### src/rtl/id_ex_hazard_reg.sv
// ID/EX pipeline register with load-use and branch-operand hazard detection.
// Stalls PC/IF-ID and injects bubbles when forwarding cannot cover a hazard.
module id_ex_hazard_reg #(
    parameter int          REG_ADDR_WIDTH = 5,
    parameter int          DATA_WIDTH     = 32,
    parameter int          ALU_OP_WIDTH   = 4,
    parameter logic [6:0]  BRANCH_OPCODE  = 7'b1100011
) (
    input  logic                      clk,
    input  logic                      rst_n,
    input  logic                      flush,
    input  logic                      hold,
    input  logic                      id_valid,
    input  logic [6:0]                id_opcode,
    input  logic [REG_ADDR_WIDTH-1:0] id_rs1,
    input  logic [REG_ADDR_WIDTH-1:0] id_rs2,
    input  logic [REG_ADDR_WIDTH-1:0] id_rd,
    input  logic [DATA_WIDTH-1:0]     id_rs1_data,
    input  logic [DATA_WIDTH-1:0]     id_rs2_data,
    input  logic [DATA_WIDTH-1:0]     id_imm,
    input  logic [DATA_WIDTH-1:0]     id_pc,
    input  logic                      id_reg_wr_en,
    input  logic                      id_mem_rd_en,
    input  logic                      id_mem_wr_en,
    input  logic [ALU_OP_WIDTH-1:0]   id_alu_op,
    input  logic                      EX_MEM_mem_rd_en,
    input  logic [REG_ADDR_WIDTH-1:0] EX_MEM_rd,
    output logic                      ID_EX_valid,
    output logic [6:0]                ID_EX_opcode,
    output logic [REG_ADDR_WIDTH-1:0] ID_EX_rs1,
    output logic [REG_ADDR_WIDTH-1:0] ID_EX_rs2,
    output logic [REG_ADDR_WIDTH-1:0] ID_EX_rd,
    output logic [DATA_WIDTH-1:0]     ID_EX_rs1_data,
    output logic [DATA_WIDTH-1:0]     ID_EX_rs2_data,
    output logic [DATA_WIDTH-1:0]     ID_EX_imm,
    output logic [DATA_WIDTH-1:0]     ID_EX_pc,
    output logic                      ID_EX_reg_wr_en,
    output logic                      ID_EX_mem_rd_en,
    output logic                      ID_EX_mem_wr_en,
    output logic [ALU_OP_WIDTH-1:0]   ID_EX_alu_op,
    output logic                      stall
);

    typedef enum logic {RUN, STALL} state_t;

    state_t state, state_nxt;
    logic   stall_cnt, stall_cnt_nxt;
    logic   uses_rs2, is_br, lu, bm, bl2;
    logic   upd_en, take_instr;

    always_comb begin
        uses_rs2 = (id_opcode == 7'b0110011) || (id_opcode == 7'b0100011) ||
                   (id_opcode == BRANCH_OPCODE);
        is_br    = (id_opcode == BRANCH_OPCODE);
        lu  = id_valid && ID_EX_mem_rd_en && (ID_EX_rd != '0) &&
              ((ID_EX_rd == id_rs1) || (uses_rs2 && (ID_EX_rd == id_rs2)));
        bm  = id_valid && is_br && EX_MEM_mem_rd_en && (EX_MEM_rd != '0) &&
              ((EX_MEM_rd == id_rs1) || (EX_MEM_rd == id_rs2));
        bl2 = is_br && lu;
    end

    always_comb begin
        state_nxt     = state;
        stall_cnt_nxt = stall_cnt;
        stall         = 1'b0;
        if (flush) begin
            state_nxt     = RUN;
            stall_cnt_nxt = 1'b0;
        end else begin
            case (state)
                RUN: begin
                    stall = lu || bm;
                    if (bl2) begin
                        state_nxt     = STALL;
                        stall_cnt_nxt = 1'b1;
                    end
                end
                STALL: begin
                    // Hazard inputs are ignored here; the second bubble always follows.
                    stall         = 1'b1;
                    stall_cnt_nxt = 1'b0;
                    state_nxt     = RUN;
                end
                default: state_nxt = RUN;
            endcase
        end
    end

    assign upd_en     = flush || !hold;
    assign take_instr = !flush && !stall && id_valid;

    always_ff @(posedge clk or negedge rst_n) begin
        if (!rst_n) begin
            state           <= RUN;
            stall_cnt       <= 1'b0;
            ID_EX_valid     <= 1'b0;
            ID_EX_opcode    <= '0;
            ID_EX_rs1       <= '0;
            ID_EX_rs2       <= '0;
            ID_EX_rd        <= '0;
            ID_EX_rs1_data  <= '0;
            ID_EX_rs2_data  <= '0;
            ID_EX_imm       <= '0;
            ID_EX_pc        <= '0;
            ID_EX_reg_wr_en <= 1'b0;
            ID_EX_mem_rd_en <= 1'b0;
            ID_EX_mem_wr_en <= 1'b0;
            ID_EX_alu_op    <= '0;
        end else if (upd_en) begin
            state           <= state_nxt;
            stall_cnt       <= stall_cnt_nxt;
            ID_EX_valid     <= take_instr;
            ID_EX_opcode    <= take_instr ? id_opcode    : '0;
            ID_EX_rs1       <= take_instr ? id_rs1       : '0;
            ID_EX_rs2       <= take_instr ? id_rs2       : '0;
            ID_EX_rd        <= take_instr ? id_rd        : '0;
            ID_EX_rs1_data  <= take_instr ? id_rs1_data  : '0;
            ID_EX_rs2_data  <= take_instr ? id_rs2_data  : '0;
            ID_EX_imm       <= take_instr ? id_imm       : '0;
            ID_EX_pc        <= take_instr ? id_pc        : '0;
            ID_EX_reg_wr_en <= take_instr && id_reg_wr_en;
            ID_EX_mem_rd_en <= take_instr && id_mem_rd_en;
            ID_EX_mem_wr_en <= take_instr && id_mem_wr_en;
            ID_EX_alu_op    <= take_instr ? id_alu_op    : '0;
        end
    end

endmodule

### config.mk
export PLATFORM = sky130hd
export DESIGN_NAME = id_ex_hazard_reg
export DESIGN_NICKNAME = d
export VERILOG_FILES = /design/src/rtl/id_ex_hazard_reg.sv
export SDC_FILE = /design/constraint.sdc
export NUM_CORES = 1
export LEC_CHECK = 0
export CAP_MARGIN = 20
export CORE_MARGIN = 4
export CORE_UTILIZATION = 44
export CTS_CLUSTER_SIZE = 8
export DETAILED_ROUTE_END_ITERATION = 10
export PLACE_DENSITY = 0.81
export SLEW_MARGIN = 20
export SYNTH_ARGS = -nofsm -noshare
export SYNTH_HDL_FRONTEND = slang
export SYNTH_SLANG_ARGS = --single-unit
export TNS_END_PERCENT = 50
### constraint.sdc
create_clock -name clk -period 2.2 [get_ports clk]
set_input_delay 0.44 -clock clk [delete_from_list [all_inputs] [get_ports clk]]
set_output_delay 0.44 -clock clk [all_outputs]
set_load 0.01 [all_outputs]
==> qor.csv, run 1 <==
stage,metric,value,unit
run_status,status,finished with violations,
run_status,violations,negative setup slack,
synthesis,muxShareOfSynthArea,0,%
synthesis,synth_compound_area_share,29.44,%
synthesis,synth_cell_types,30,
floorplanning,fp-row-count,49,
detailed_routing,met2_length,12460,microns
clocking,clock_sinks,159,
clocking,cts_root_buffer,clkbuf_16,
timing,rsz0062_at_grt,true,
floorplanning,start_util,45.30,%
detailed_routing,drc,0,
timing,fin_crit,2.489,ns
global_route,grtUsageTotal,22.40,%
detailed_routing,routed_via_density,4.949,
layout,n_antenna_cell,0,
layout,finalCoreUtilization,70.71,%
timing,fmax,401.8,MHz
floorplanning,core-area,18210,sq um
synthesis,yosys.area.top_type_share,48.24,%
floorplanning,die_x,144.9,microns
timing,finalCritPeriodShare,113.1,%
global_route,antenna_found_initial,1,
timing,timing.hold.ws,0.3632,ns
floorplanning,die_area,21000,sq um
job,maxCapViolCount,0,
detailed_routing,route.met3.wl,1849,microns
detailed_routing,postRouteAntennaNets,0,
placement,hpwl,17180,microns
layout,multi_input_area,3387,sq um
placement,portBuffers,326,
timing,hold_viol_final,0,
synthesis,synth_area_leaders,"dfrtp_1 (48%), o31ai_2 (15%), o31ai_4 (13%), nand2_1 (7.4%), inv_1 (7.1%)",
critical_path,critPathLaunchType,flop,
worst_hold_path,holdPathStages,3,
timing,fin_ws,-0.2890,ns
timing,finClkSkew,0.006949,ns
critical_path,critPathArrivalTime,2.05,ns
layout,area_growth,56.11,%
power_and_ir_drop,pwr_density_cell,560.1,nW/um^2
synthesis,yosysMostFrequentCell,nand2_1,
synthesis,synthAdderAreaFrac,0,%
synthesis,synthesis.area,8248,sq um
synthesis,synth_top_area_cell,dfrtp_1,
layout,seq_area,3980,sq um
power_and_ir_drop,leakage,5.929,nW
synthesis,synth_cells,733,
synthesis,synth_enable_flop_cells,0,
detailed_routing,drt_iter0_drc,294,
clocking,clk_transition_reported_paths,0.07,ns
placement,dp_cells,1286,
power_and_ir_drop,vdd_drop_max,0.5491,mV
critical_path,crit_type,reg2out,
worst_hold_path,min_path_type,in2reg,
floorplanning,die_h,144.9,microns
detailed_routing,drt-wirelength-per-cell,18.42,microns
synthesis,synth_top_family_by_area,compound AO/OA/AOI/OAI gates,
clocking,max-clock-path-buffers,2,
synthesis,ys_top_cells_by_count,"nand2_1 (162), dfrtp_1 (159), inv_1 (155)",
global_route,grt_pass1_wl,37560,microns
clocking,cts_tree,yes,
timing,finalSetupViolations,2,
synthesis,yosys.area_share.simple,8.662,%
detailed_routing,vias,6577,
layout,fillers,1301,
timing,max_slew.worst_pin.slew,0.5773,ns
detailed_routing,drt-met1-wl,9142,microns
critical_path,crit_required,1.76,ns
critical_path,endpoint_kind,output pin,
detailed_routing,dr.pass1.iters,4,
clocking,cts_made_buffers,17,
floorplanning,num_io_pins,327,
critical_path,reg2reg_depth,7,
synthesis,ys_dominant_reg_cell,dfrtp_1,
synthesis,syn_nets,901,
detailed_routing,top_layer,met5,
global_route,grt_pass1_vias,6944,
timing,drv_slew,0,
layout,fin_cells,1329,
detailed_routing,routed_wl,24480,microns
clocking,worstSkewPairLatency,0.42,ns
synthesis,yosys_warnings,0,
layout,nNetsFinal,1255,
synthesis,syn_area_per_cell,11.25,sq um
synthesis,ys_seq_area_share,48.24,%
layout,drive_gt1_share,23.09,%
timing,relSlewSlack,61.51,%
synthesis,ys_ff_latch,159,
clocking,cts.htree.levels,4,
global_route,grt_max_degree,99,
critical_path,cp_max_fo,5,
global_route,overflow,0,
placement,globalplace.congestion,0.8349,
synthesis,async_reset_ff_share,100.0,%
synthesis,yosys.area_share.xor_xnor,2.124,%
==> final timing paths <==
path                                                from                             to  slack [ns]
min in group asynchronous                          rst_n       ID_EX_pc[28]$_DFFE_PN0P_        0.58
hold reg to reg            ID_EX_rs1_data[8]$_DFFE_PN0P_  ID_EX_rs1_data[8]$_DFFE_PN0P_        0.48
setup / recovery                 ID_EX_rd[1]$_DFFE_PN0P_                          stall       -0.29
max in group asynchronous                          rst_n        ID_EX_rd[1]$_DFFE_PN0P_        1.05
setup reg to reg                 ID_EX_rd[1]$_DFFE_PN0P_    ID_EX_opcode[3]$_DFFE_PN0P_           0
hold / removal                                 id_rs1[1]       ID_EX_rs1[1]$_DFFE_PN0P_        0.36
==> critical path, stage by stage, from the launching register on <==
cell     delay (ns)
dfrtp_2        0.45
xor2_1         0.16
nor4_2         0.36
nand3_1        0.20
a21oi_4        0.17
o31a_1         0.14
buf_2          0.15
==> layer usage <==
metal  up-vias  track usage [%]
li1       3099                -
met2       253            38.33
met3        58            8.294
met5         -                0
met1      3165            25.07
met4         2            10.07
==> power breakdown <==
group          switching, mW  total [mW]  internal (mW)  leakage (nW)
sequential            0.0633        3.10           3.03          2.17
clock                   1.29        2.93           1.64         0.271
combinational          0.527        1.19          0.660          3.49
total                   1.88        7.21           5.33          5.93
==> state kept, by name (all words and copies together) (netlist names), 4 cells and up <==
name            flops
ID_EX_rs2_data     32
ID_EX_rs1           5
ID_EX_rs1_data     32
ID_EX_imm          32
ID_EX_opcode        7
ID_EX_rd            5
ID_EX_alu_op        4
ID_EX_rs2           5
ID_EX_pc           32
==> kinds of logic after synthesis <==
group	Yosys count
compound gates	167
xor+xnor	20
buf+inv	207
flops	159
simple gates	180
==> area by class of cell <==
cell class / instances / area share, %
inverters: 155 / 4.519
clock buffers: 19 / 3.518
repair buffers: 387 / 31.53
multi-input cells: 367 / 26.30
clock inverters: 13 / 0.9912
flip-flops and latches: 159 / 30.91
well taps: 229 / 2.225
==> through the flow <==
stage	power, mW	worst slack (ns)	cell area [sq um]	TNS (ns)
after floorplan	3.571	0.05566	8248	0
after global placement	4.301	-0.8428	12030	-77.62
after detailed placement	4.326	-0.8109	12030	-75.26
after CTS	7.265	-0.3022	12690	-0.3022
after global routing	7.497	-0.3926	12880	-5.503
final	7.212	-0.2890	12880	-0.2929
==> placed cells by master, fill, tap and decap left out, drive strengths merged <==
cell | netlist | layout
clkdlybuf4s50 | 0 | 315
nand2 | 162 | 162
inv | 155 | 160
dfrtp | 159 | 159
o31ai | 154 | 154
buf | 34 | 57
clkbuf | 18 | 24
xor2 | 18 | 18
dlygate4sd2 | 0 | 8
clkinvlp | 0 | 5
o21ai | 5 | 5
nor3 | 4 | 4
nor2 | 3 | 3
xnor2 | 2 | 2
nand3 | 2 | 2
nor4 | 2 | 2
or4 | 2 | 2
nor4b | 2 | 2
a21oi | 2 | 2
clkinv | 0 | 2
nand3b | 1 | 1
o211ai | 1 | 1
a22oi | 1 | 1
o2111ai | 1 | 1
o31a | 1 | 1
nor2b | 1 | 1
a21boi | 1 | 1
and2 | 1 | 1
o21a | 1 | 1
bufinv | 0 | 1
dlygate4sd3 | 0 | 1
dlymetal6s2s | 0 | 1
==> repair_timing <==
item,in CTS,in global routing
hold buffers,1,0
gates resized for setup,21,11
hold endpoints to repair,5,0
setup buffers,4,0
pin swaps,13,0
setup endpoints to repair,159,158
gates cloned,0,6
Note: power is estimated with default switching activity, not from simulation.
==> inputs of run 2 (changes only) <==
- CTS_CLUSTER_SIZE: 8 -> 16
- GPL_TIMING_DRIVEN: not set -> 0
==> qor.csv, run 2 (synthesis gave the netlist of run 1 again) <==
stage,metric,value,unit
run_status,status,finished with violations,
run_status,violations,negative setup slack,
power_and_ir_drop,clock_power_share,41.5,%
detailed_routing,drt-wirelength-per-cell,17.86,microns
layout,nNetsFinal,1258,
timing,finalCritPeriodShare,118.9,%
timing,fin_crit,2.616,ns
timing,relSlewSlack,60.13,%
layout,post-route-cell-area,12640,sq um
clocking,cts_root_buffer,clkbuf_16,
detailed_routing,dr.pass1.iters,4,
clocking,cts_tree,yes,
timing,fin_ws,-0.4157,ns
floorplanning,start_util,45.30,%
detailed_routing,routed_wl,23810,microns
power_and_ir_drop,seq_power_share,42.9,%
layout,fillers,1354,
global_route,antenna_found_initial,1,
clocking,cts_made_buffers,17,
floorplanning,die_area,21000,sq um
power_and_ir_drop,p_switching,1.849,mW
clocking,clk_transition_reported_paths,0.06,ns
detailed_routing,vias,6465,
timing,finClkSkew,0.009221,ns
detailed_routing,top_layer,met4,
power_and_ir_drop,leakage,5.808,nW
floorplanning,core-area,18210,sq um
critical_path,crit_chain,or4_4 > o211ai_4 > a21oi_4 > buf_6 > o31a_1 > buf_6,
critical_path,cp_max_fo,5,
clocking,worstSkewPairLatency,0.42,ns
layout,fin_cells,1333,
floorplanning,die_h,144.9,microns
timing,drv_slew,0,
critical_path,endpoint_kind,output pin,
timing,rsz0062_at_grt,true,
worst_hold_path,min_path_type,in2reg,
detailed_routing,drt-met1-wl,9265,microns
power_and_ir_drop,swShare,25.58,%
global_route,grt_max_degree,86,
detailed_routing,postRouteAntennaNets,0,
power_and_ir_drop,pwr-share-comb,15.6,%
global_route,overflow,0,
clocking,cts.htree.levels,4,
critical_path,crit_required,1.76,ns
detailed_routing,route.met3.wl,1765,microns
critical_path,critPathArrivalTime,2.18,ns
global_route,grt_pass1_vias,6827,
timing,fmax,382.3,MHz
global_route,grt_pass1_wl,38330,microns
placement,placed_area,11830,sq um
detailed_routing,met2_length,12150,microns
critical_path,path_buf_inv,2,
layout,drive_gt1_share,21.58,%
placement,hpwl,18040,microns
layout,mostFrequentLayoutCells,"clkdlybuf4s50_1 (322), nand2_1 (162), dfrtp_1 (157), inv_1 (155), o31ai_2 (100)",
critical_path,cpMaxStageDelayCell,or4_4,
critical_path,crit_type,reg2out,
placement,dp_cells,1289,
timing,hold_viol_final,0,
timing,max_slew.worst_pin.slew,0.5980,ns
placement,portBuffers,326,
power_and_ir_drop,p_int,5.377,mW
floorplanning,die_x,144.9,microns
floorplanning,fp-row-count,49,
detailed_routing,drt_iter0_drc,228,
critical_path,critical-path-top-delay-family,simple AND/OR/NAND/NOR gates,
layout,final_common_cell,clkdlybuf4s50_1,
critical_path,critPathLaunchType,flop,
detailed_routing,routed_via_density,4.850,
power_and_ir_drop,pwr_density_cell,571.8,nW/um^2
timing,finalSetupViolations,1,
global_route,grtUsageTotal,22.88,%
power_and_ir_drop,finalPower,7.226,mW
clocking,max-clock-path-buffers,2,
critical_path,cpMostUsedCell,buf_6,
placement,globalplace.congestion,0.8146,
layout,area_growth,53.20,%
timing,timing.hold.ws,0.3933,ns
critical_path,max_stage_delay,0.54,ns
clocking,clock_sinks,159,
floorplanning,num_io_pins,327,
job,maxCapViolCount,0,
power_and_ir_drop,vdd_drop_max,0.5114,mV
detailed_routing,drc,0,
==> run 2: cell types whose count changed in the layout (fill, tap and decap cells not counted), moves of 3 or more <==
cell | before | now
clkdlybuf4s50_1 | 315 | 322
buf_4 | 33 | 22
clkbuf_1 | 0 | 17
clkbuf_16 | 22 | 17
dlygate4sd2_1 | 8 | 0
buf_6 | 5 | 11
buf_16 | 4 | 1
buf_12 | 12 | 5
clkinvlp_4 | 5 | 2
buf_2 | 1 | 4
==> run 2: per-layer routing <==
metal,up-vias,track usage [%]
met1,3097,26.97
met5,-,0
li1,3096,-
met3,37,7.328
met2,235,39.72
met4,0,7.601
==> run 2: worst register-to-register path, delay by kind of cell, from the launching register on <==
kind / cells / cell delay (ns)
buf+inv: 3 / 0.50
simple gates: 1 / 0.54
flops: 1 / 0.45
compound gates: 3 / 0.52
==> run 2: path summary, 6_finish.rpt <==
kind                                                  to                     startpoint  cells after the start  slack, ns
max                                                stall        ID_EX_rd[3]$_DFFE_PN0P_                      6      -0.42
min in group asynchronous       ID_EX_pc[28]$_DFFE_PN0P_                          rst_n                      2       0.58
max reg2reg                     ID_EX_imm[5]$_DFFE_PN0P_        ID_EX_rd[3]$_DFFE_PN0P_                      7       0.10
min                             ID_EX_rs2[3]$_DFFE_PN0P_                      id_rs2[3]                      3       0.39
min reg2reg                ID_EX_rs1_data[4]$_DFFE_PN0P_  ID_EX_rs1_data[4]$_DFFE_PN0P_                      2       0.48
max in group asynchronous        ID_EX_rd[4]$_DFFE_PN0P_                          rst_n                      3       0.75
==> run 2: timing repair <==
action,CTS,global route
gates resized for setup,24,11
setup endpoints to repair,112,154
hold buffers,1,0
setup buffers,7,3
hold endpoints to repair,10,0
pin swaps,5,3
==> run 2: cell type report <==
| class | count | area, sq um | area share [%] |
|---|---|---|---|
| multi-input cells | 367 | 3363 | 26.62 |
| flip-flops and latches | 159 | 3981 | 31.51 |
| plain buffers | 52 | 437.9 | 3.466 |
| clock buffers | 19 | 442.9 | 3.505 |
| diodes | 1 | 2.502 | 0.01980 |
| well taps | 229 | 286.5 | 2.268 |
| repair buffers | 338 | 3387 | 26.80 |
| inverters | 155 | 581.8 | 4.604 |
| clock inverters | 13 | 152.6 | 1.208 |
==> run 2: power by group through the flow <==
stage | clock network (mW) | logic [mW] | registers [mW]
after detailed placement | 0 | 1.12 | 3.15
final | 3.00 | 1.13 | 3.10
after global placement | 0 | 1.10 | 3.15
after CTS | 3.06 | 1.14 | 3.10
after floorplan | 0 | 0.372 | 3.20
after global routing | 3.20 | 1.22 | 3.11
==> run 2: metrics by stage <==
step	util, %	setup WS [ns]	setup TNS (ns)
6_report	69.39	-0.4157	-0.4157
5_1_grt	69.39	-0.4573	-0.4631
4_1_cts	69.03	-0.4494	-0.4494
3_5_place_dp	64.97	-1.144	-77.08
3_3_place_gp	64.79	-5.985	-1025.00
2_1_floorplan	-	0.05566	0
==> inputs of run 3 (changes only) <==
- MAX_ROUTING_LAYER: not set -> met4
- clock period: 2.2 -> 2.8 ns (I/O delays scaled with it)
==> qor.csv, run 3 (synthesis gave the netlist of run 1 again) <==
stage,metric,value,unit
detailed_routing,vias,6477,
critical_path,cpMaxStageDelayCell,or4_4,
detailed_routing,routed_wl,23900,microns
critical_path,max_stage_delay,0.55,ns
placement,place_ws,-0.7844,ns
detailed_routing,routed_via_density,4.844,
timing,hold_viol_final,0,
floorplanning,die_x,144.9,microns
layout,fillers,1346,
critical_path,crit_chain,or4_4 > o211ai_4 > a21oi_4 > buf_6 > o31a_1 > buf_6,
timing,fin_ws,0.05980,ns
placement,hpwl,18040,microns
critical_path,crit_start,ID_EX_rd[4]$_DFFE_PN0P_,
global_route,antenna_found_initial,2,
timing,finalCritPeriodShare,97.86,%
layout,area_growth,52.72,%
placement,portBuffers,326,
global_route,grtUsageTotal,23.58,%
clocking,worstSkewPairLatency,0.42,ns
timing,timing.hold.ws,0.09192,ns
critical_path,cpMostUsedCell,buf_6,
clocking,clk_transition_reported_paths,0.07,ns
floorplanning,core-area,18210,sq um
detailed_routing,drc,0,
critical_path,path_buf_inv,2,
layout,nNetsFinal,1261,
critical_path,critPathLaunchType,flop,
critical_path,critPathArrivalTime,2.18,ns
run_status,status,completed,
global_route,overflow,0,
floorplanning,start_util,45.30,%
global_route,grt_pass1_vias,6846,
critical_path,r2r-start,ID_EX_rd[3]$_DFFE_PN0P_,
clocking,cts_tree,yes,
timing,finalSetupViolations,0,
timing,drv_slew,0,
layout,post-route-cell-area,12600,sq um
detailed_routing,dr.pass1.iters,4,
timing,rsz0062_at_grt,false,
critical_path,reg2reg_depth,10,
power_and_ir_drop,leakage,5.825,nW
layout,mostFrequentLayoutCells,"clkdlybuf4s50_1 (314), nand2_1 (162), dfrtp_1 (156), inv_1 (155), o31ai_2 (100)",
floorplanning,num_io_pins,327,
placement,placed_area,11830,sq um
power_and_ir_drop,vdd_drop_max,0.4048,mV
timing,fmax,364.9,MHz
critical_path,crit_required,2.24,ns
clocking,cts_root_buffer,clkbuf_16,
clocking,clock_sinks,159,
critical_path,crit_type,reg2out,
job,maxCapViolCount,0,
global_route,grt_pass1_wl,38260,microns
timing,fin_crit,2.740,ns
detailed_routing,drt_iter0_drc,260,
critical_path,reg2reg_slack,0.40,ns
placement,globalplace.congestion,0.8267,
critical_path,cp_max_fo,4,
floorplanning,fp-row-count,49,
floorplanning,die_area,21000,sq um
critical_path,rr_endpoint,ID_EX_rs2_data[0]$_DFFE_PN0P_,
timing,finClkSkew,0.009100,ns
layout,final_common_cell,clkdlybuf4s50_1,
clocking,cts.htree.levels,4,
timing,relSlewSlack,46.89,%
placement,dp_cells,1289,
timing,tns,0,ns
worst_hold_path,min_path_type,in2async,
critical_path,critical-path-top-delay-family,simple AND/OR/NAND/NOR gates,
detailed_routing,postRouteAntennaNets,0,
power_and_ir_drop,pwr_density_cell,450.5,nW/um^2
layout,finalCoreUtilization,69.17,%
layout,drive_gt1_share,21.88,%
clocking,cts_made_buffers,17,
timing,max_slew.worst_pin.slew,0.7856,ns
power_and_ir_drop,finalPower,5.675,mW
global_route,grt_max_degree,86,
layout,fin_cells,1337,
detailed_routing,drt-wirelength-per-cell,17.88,microns
critical_path,endpoint_kind,output pin,
clocking,max-clock-path-buffers,2,
floorplanning,die_h,144.9,microns
## run 3: cell count changes in the layout (fill, tap and decap cells not counted), sizes merged
| cell | change |
|---|---|
| dlygate4sd3 | -1 |
| clkdlybuf4s50 | -8 |
| buf | +4 |
| dlymetal6s2s | +2 |
| diode | +1 |
| dlygate4sd2 | +6 |
## run 3: layout make-up
class | instances | area, sq um | share of cell area (%)
Buffer | 52 | 372.9 | 2.960
Clock inverter | 13 | 152.6 | 1.212
Antenna cell | 2 | 5.005 | 0.03973
Inverter | 155 | 581.8 | 4.619
Tap cell | 229 | 286.5 | 2.275
Sequential cell | 159 | 3983 | 31.62
Clock buffer | 19 | 442.9 | 3.516
Timing Repair Buffer | 341 | 3405 | 27.03
Multi-Input combinational cell | 367 | 3367 | 26.73
## run 3: how the worst max path moves through the flow
stage	endpoint	slack, ns	cells past startpoint
floorplan	stall	0.54	5
global placement	ID_EX_rs1_data[20]$_DFFE_PN0P_	-5.50	1
detailed placement	stall	-0.78	8
CTS	stall	0.008	6
global route	stall	0.005	6
finish	stall	0.06	6
## run 3: layer usage
layer | wire, microns | vias to the layer above | track usage (%)
met5 | 0 | - | -
met4 | 490 | 0 | 7.078
met3 | 1710 | 33 | 7.265
met2 | 12280 | 234 | 39.84
met1 | 9417 | 3113 | 27.17
li1 | - | 3097 | -
## run 3: power breakdown
part | total, mW | internal [mW] | switching, mW
combinational | 0.884 | 0.480 | 0.404
sequential | 2.43 | 2.38 | 0.0512
clock | 2.36 | 1.36 | 0.998
## run 3: what timing repair did
action,4_1_cts,5_1_grt
gates cloned,0,0
hold buffers,0,0
resized for setup,18,10
endpoints found under the setup margin,1,1
pin swaps,4,9
setup buffers,7,7
